$ cat config.mk
export PLATFORM = sky130hd
export DESIGN_NAME = fadd_pipe
export DESIGN_NICKNAME = d
export VERILOG_FILES = /design/src/rtl/fadd_pipe.sv
export SDC_FILE = /design/constraint.sdc
export NUM_CORES = 1
export LEC_CHECK = 0
export CAP_MARGIN = 20
export CORE_ASPECT_RATIO = 1.5
export CORE_MARGIN = 5
export CORE_UTILIZATION = 25
export CTS_BUF_LIST = sky130_fd_sc_hd__clkbuf_4 sky130_fd_sc_hd__clkbuf_8 sky130_fd_sc_hd__clkbuf_16
export DETAILED_ROUTE_END_ITERATION = 8
export GPL_TIMING_DRIVEN = 0
export SLEW_MARGIN = 20
export SYNTH_ARGS = -nofsm -noshare
export SYNTH_HDL_FRONTEND = slang
export SYNTH_SLANG_ARGS = --single-unit
$ cat constraint.sdc
create_clock -name clk -period 4 [get_ports clk]
set_input_delay 0.4 -clock clk [delete_from_list [all_inputs] [get_ports clk]]
set_output_delay 0.4 -clock clk [all_outputs]
set_load 0.02 [all_outputs]
$ cat src/rtl/fadd_pipe.sv
// fadd_pipe: pipelined ripple-carry adder with valid/ready flow control.
// Each of the STAGES stages adds one CW-bit chunk (CW = WIDTH/STAGES) plus
// the carry registered by the stage before it. Operands shift down by one
// chunk per stage, so the chunk to add always sits in bits [CW-1:0]. The
// partial sum grows upward as each stage ORs its chunk into place.
// One global advance enable moves or freezes the whole pipeline.
// WIDTH must be an integer multiple of STAGES.
// Optional feature: define FADD_PIPE_OVF_EN to add the registered signed
// overflow output 'ovf'.

module fadd_pipe #(
    parameter int WIDTH  = 16,
    parameter int STAGES = 4
) (
    input  logic             clk,
    input  logic             rst,
    input  logic [WIDTH-1:0] a,
    input  logic [WIDTH-1:0] b,
    input  logic             cin,
    input  logic             in_valid,
    output logic             in_ready,
    output logic [WIDTH-1:0] sum,
    output logic             cout,
`ifdef FADD_PIPE_OVF_EN
    output logic             ovf,
`endif
    output logic             out_valid,
    input  logic             out_ready
);

    localparam int CW = WIDTH / STAGES;

    // Per-stage pipeline registers; index STAGES-1 drives the outputs.
    logic             valid_reg [STAGES];
    logic [WIDTH-1:0] a_reg     [STAGES];
    logic [WIDTH-1:0] b_reg     [STAGES];
    logic [WIDTH-1:0] sum_reg   [STAGES];
    logic             carry_reg [STAGES];

`ifdef FADD_PIPE_OVF_EN
    logic             ovf_reg;
`endif

    logic adv;

    // The pipeline moves whenever the output slot is empty or being drained.
    assign adv      = !valid_reg[STAGES-1] || out_ready;
    assign in_ready = adv;

    assign out_valid = valid_reg[STAGES-1];
    assign sum       = sum_reg[STAGES-1];
    assign cout      = carry_reg[STAGES-1];
`ifdef FADD_PIPE_OVF_EN
    assign ovf       = ovf_reg;
`endif

    for (genvar gi = 0; gi < STAGES; gi++) begin : g_stage
        logic [WIDTH-1:0] a_in;
        logic [WIDTH-1:0] b_in;
        logic [WIDTH-1:0] sum_in;
        logic             c_in;
        logic             v_in;
        logic [CW:0]      chunk;
        logic [WIDTH-1:0] chunk_ext;
        logic [WIDTH-1:0] sum_next;

        if (gi == 0) begin : g_first
            assign a_in   = a;
            assign b_in   = b;
            assign sum_in = '0;
            assign c_in   = cin;
            assign v_in   = in_valid;
        end else begin : g_next
            assign a_in   = a_reg[gi-1];
            assign b_in   = b_reg[gi-1];
            assign sum_in = sum_reg[gi-1];
            assign c_in   = carry_reg[gi-1];
            assign v_in   = valid_reg[gi-1];
        end

        // The chunk for this stage is always the low CW bits of the shifted operands.
        assign chunk     = {1'b0, a_in[CW-1:0]} + {1'b0, b_in[CW-1:0]} + {{CW{1'b0}}, c_in};
        assign chunk_ext = WIDTH'(chunk[CW-1:0]);

        // Bits above this chunk are still zero, so OR drops the new chunk into place.
        always_comb begin
            sum_next = sum_in | (chunk_ext << (gi * CW));
        end

        // Stage register: shift on advance, freeze otherwise; reset clears everything.
        always_ff @(posedge clk or posedge rst) begin
            if (rst) begin
                valid_reg[gi] <= 1'b0;
                a_reg[gi]     <= '0;
                b_reg[gi]     <= '0;
                sum_reg[gi]   <= '0;
                carry_reg[gi] <= 1'b0;
            end else if (adv) begin
                valid_reg[gi] <= v_in;
                a_reg[gi]     <= a_in >> CW;
                b_reg[gi]     <= b_in >> CW;
                sum_reg[gi]   <= sum_next;
                carry_reg[gi] <= chunk[CW];
            end
        end

`ifdef FADD_PIPE_OVF_EN
        if (gi == STAGES - 1) begin : g_ovf
            // Signed overflow: both operands share a sign that the result does not.
            always_ff @(posedge clk or posedge rst) begin
                if (rst) begin
                    ovf_reg <= 1'b0;
                end else if (adv) begin
                    ovf_reg <= (a_in[CW-1] == b_in[CW-1]) && (chunk[CW-1] != a_in[CW-1]);
                end
            end
        end
`endif
    end

endmodule

==> run_results.csv <==
group,metric,value,unit
placed_design,place.gp.congestion,0.755,
sta,max_slew_margin,62.4,%
floorplan,num_io_pins,56,
placed_design,port_buffers,55,
worst_setup_path,critPathKind,"input port to output port",
clocking,cts_buffers,9,
route,routed_wl,9450,um
power_and_ir_drop,switching_power,1.45,mW
logic_synthesis,ys_ff_latch,96,
placed_design,numPlacedInstances,711,
power_and_ir_drop,powerDensity,753,mW/mm2
sta,setup_violations,0,
grt,grt_pass1_wl,15500,um
grt,antenna_found_initial,0,
clocking,cts_buffer_depth,2,
logic_synthesis,synth_area_leader_cell,"dfrtp_1",
logic_synthesis,synth_area_leaders,"dfrtp_1 58%, nand2_1 21%, fa_1 3.9%, ha_1 3.6%, buf_2 1.9%",
clocking,insertion_delay,0.34,ns
worst_setup_path,path_max_fanout,10,
floorplan,core,0.0163,mm2
logic_synthesis,yosysWarningCount,0,
floorplan,die-area,0.0192,mm2
floorplan,initial_core_util,25.4,%
power_and_ir_drop,p_int,2.53,mW
power_and_ir_drop,pwr-share-comb,36.3,%
worst_setup_path,reg2reg_slack,2.16,ns
logic_synthesis,netlist_top_cells_count,"235 x nand2_1, 96 x dfrtp_1, 16 x buf_2, 15 x a21oi_1, 15 x inv_1",
cells_and_area,final_area,0.00528,mm2
power_and_ir_drop,switching_share,36.5,%
power_and_ir_drop,p_leak,2.67,nW
flow_run,maxCapViolCount,0,
worst_setup_path,rr_startpoint,"g_stage[2].a_in[0]$_DFFE_PP0P_",
logic_synthesis,ys.flop_type,"dfrtp_1",
route,vias,3016,
power_and_ir_drop,p_total,3.98,mW
route,drc,0,
worst_setup_path,startpoint_type,"input port",
logic_synthesis,yosysSeqAreaShare,58.2,%
logic_synthesis,synth_edf_count,0,
route,drtIter0Drc,131,
sta,setup_slack,1.42,ns
sta,hold_viol,0,
power_and_ir_drop,p_seq_share,41.2,%
clocking,ctsHoldBuffers,0,
sta,finalMaxSlewViolations,0,
clocking,clock_sinks,96,
outcome,outcome,"finished, final reports clean",
sta,fmax,0.388,GHz
cells_and_area,stdcell_count,727,
sta,skew,0.00958,ns
logic_synthesis,yosysMostFrequentCell,"nand2_1",
logic_synthesis,synth_area_per_cell,9.20,um2
worst_setup_path,reg2reg_to,"g_stage[3].c_in$_DFFE_PP0P_",
clocking,clkSlewWorstSetupHoldPaths,0.07,ns
cells_and_area,n_antenna_cell,0,
worst_setup_path,crit_required,3.60,ns
route,wl_per_cell,13.0,um
clocking,ctsRootBufferMaster,"clkbuf_16",
cells_and_area,area_delta_synth_final,27.9,%
power_and_ir_drop,clockPowerShare,22.5,%
logic_synthesis,async_flop_share,100,%
worst_setup_path,worst_setup_path_end_kind,"output port",
logic_synthesis,yosysUniqueCellTypes,24,
clocking,cts_tree,"built",
logic_synthesis,syn-num-nets,506,
worst_setup_path,cp.arrival,2.18,ns
grt,grt_max_degree,62,
route,ant_nets,0,
floorplan,die_w,115,um
floorplan,die_h,167,um
route,dr.pass1.iters,4,
grt,grt_pass1_vias,3125,
logic_synthesis,syn_inst,449,
placed_design,dp_hpwl,7050,um
clocking,cts_setup_buffers,0,
placed_design,placed_cell_area,0.00497,mm2
logic_synthesis,netlist_area,0.00413,mm2
cells_and_area,fin_nets,573,
floorplan,rows,57,
sta,min_period,2.58,ns
placed_design,place_worst_setup_slack,1.40,ns
grt,track_usage,10.3,%
sta,fin_crit_sh,64.5,%
worst_setup_path,r2r_cells,5,
clocking,h-tree-depth,3,
logic_synthesis,synth_top_cell_area_share,58.2,%
cells_and_area,final_layout_size_suffix_gt1_share,7.87,%
sta,rsz0062_at_grt,"false",
worst_hold_path,hold_class,"input port to async pin",
sta,setup_tns,0,ns
cells_and_area,finish.utilization,32.5,%
sta,whs,0.413,ns
sta,tightest_slew,0.563,ns
grt,gr-total-overflow,0,
clocking,post_cts_resized,0,
route,drt-vias-per-instance,4.15,
power_and_ir_drop,max-vdd-ir-drop,0.227,mV
## cells by family (layout without fill, tap and decap cells)
| family | after synthesis | in the layout | share of synthesized area, % |
|---|---|---|---|
| flops | 96 | 96 | 58.2 |
| xor+xnor | 6 | 6 | 1.27 |
| buf+inv | 37 | 109 | 4.30 |
| compound gates | 33 | 33 | 4.48 |
| simple gates | 256 | 256 | 24.0 |
| mux | 1 | 1 | 0.242 |
| fa+ha+maj | 20 | 20 | 7.51 |
## routing by layer
metal	global-route usage, %	wire [um]
met5	0	0
met4	3.78	183
met3	2.67	364
met2	17.7	4900
met1	12.2	4000
## critical path, stage by stage
cell             delay [ns]
clkdlybuf4s50_1        0.50
nor2b_4                0.06
inv_2                  0.06
clkbuf_1               0.44
clkdlybuf4s50_1        0.71
## cells in the final DEF (no fill, tap or decap), drive strengths merged, types with 3 or more instances in the layout
| cell | instances |
|---|---|
| dfrtp | 96 |
| buf | 20 |
| a21o | 4 |
| clkinv | 3 |
| clkdlybuf4s50 | 55 |
| nor2b | 3 |
| fa | 8 |
| a21oi | 15 |
| nand2 | 235 |
| o21ai | 13 |
| xor2 | 5 |
| clkbuf | 11 |
| ha | 12 |
| nor2 | 14 |
| inv | 19 |
## final cells by class
type | count | area, um2
well taps | 206 | 258
fillers | 1678 | 11000
clock buffers | 9 | 225
multi-input cells | 316 | 1550
clock inverters | 7 | 87.6
inverters | 16 | 65.1
repair buffers | 56 | 578
flip-flops and latches | 96 | 2400
plain buffers | 21 | 118
## power by group through the flow
stage	Sequential, mW	Combinational, mW	Clock, mW
CTS	1.65	1.48	0.913
floorplan	1.71	0.874	0
finish	1.64	1.45	0.894
detailed placement	1.66	1.48	0
global route	1.70	1.64	0.949
global placement	1.64	1.43	0
## worst max-delay path by stage
stage                     startpoint             endpoint  slack [ns]  cells after the start
after detailed placement   out_ready             in_ready        1.40                      5
after global placement           rst  sum[10]$_DFFE_PP0P_       -0.30                      2
after global routing       out_ready             in_ready        1.36                      5
after CTS                  out_ready             in_ready        1.40                      5
final                      out_ready             in_ready        1.42                      5
after floorplan                  rst     cout$_DFFE_PP0P_        1.09                      1
Note: power is estimated with default switching activity, not from simulation.
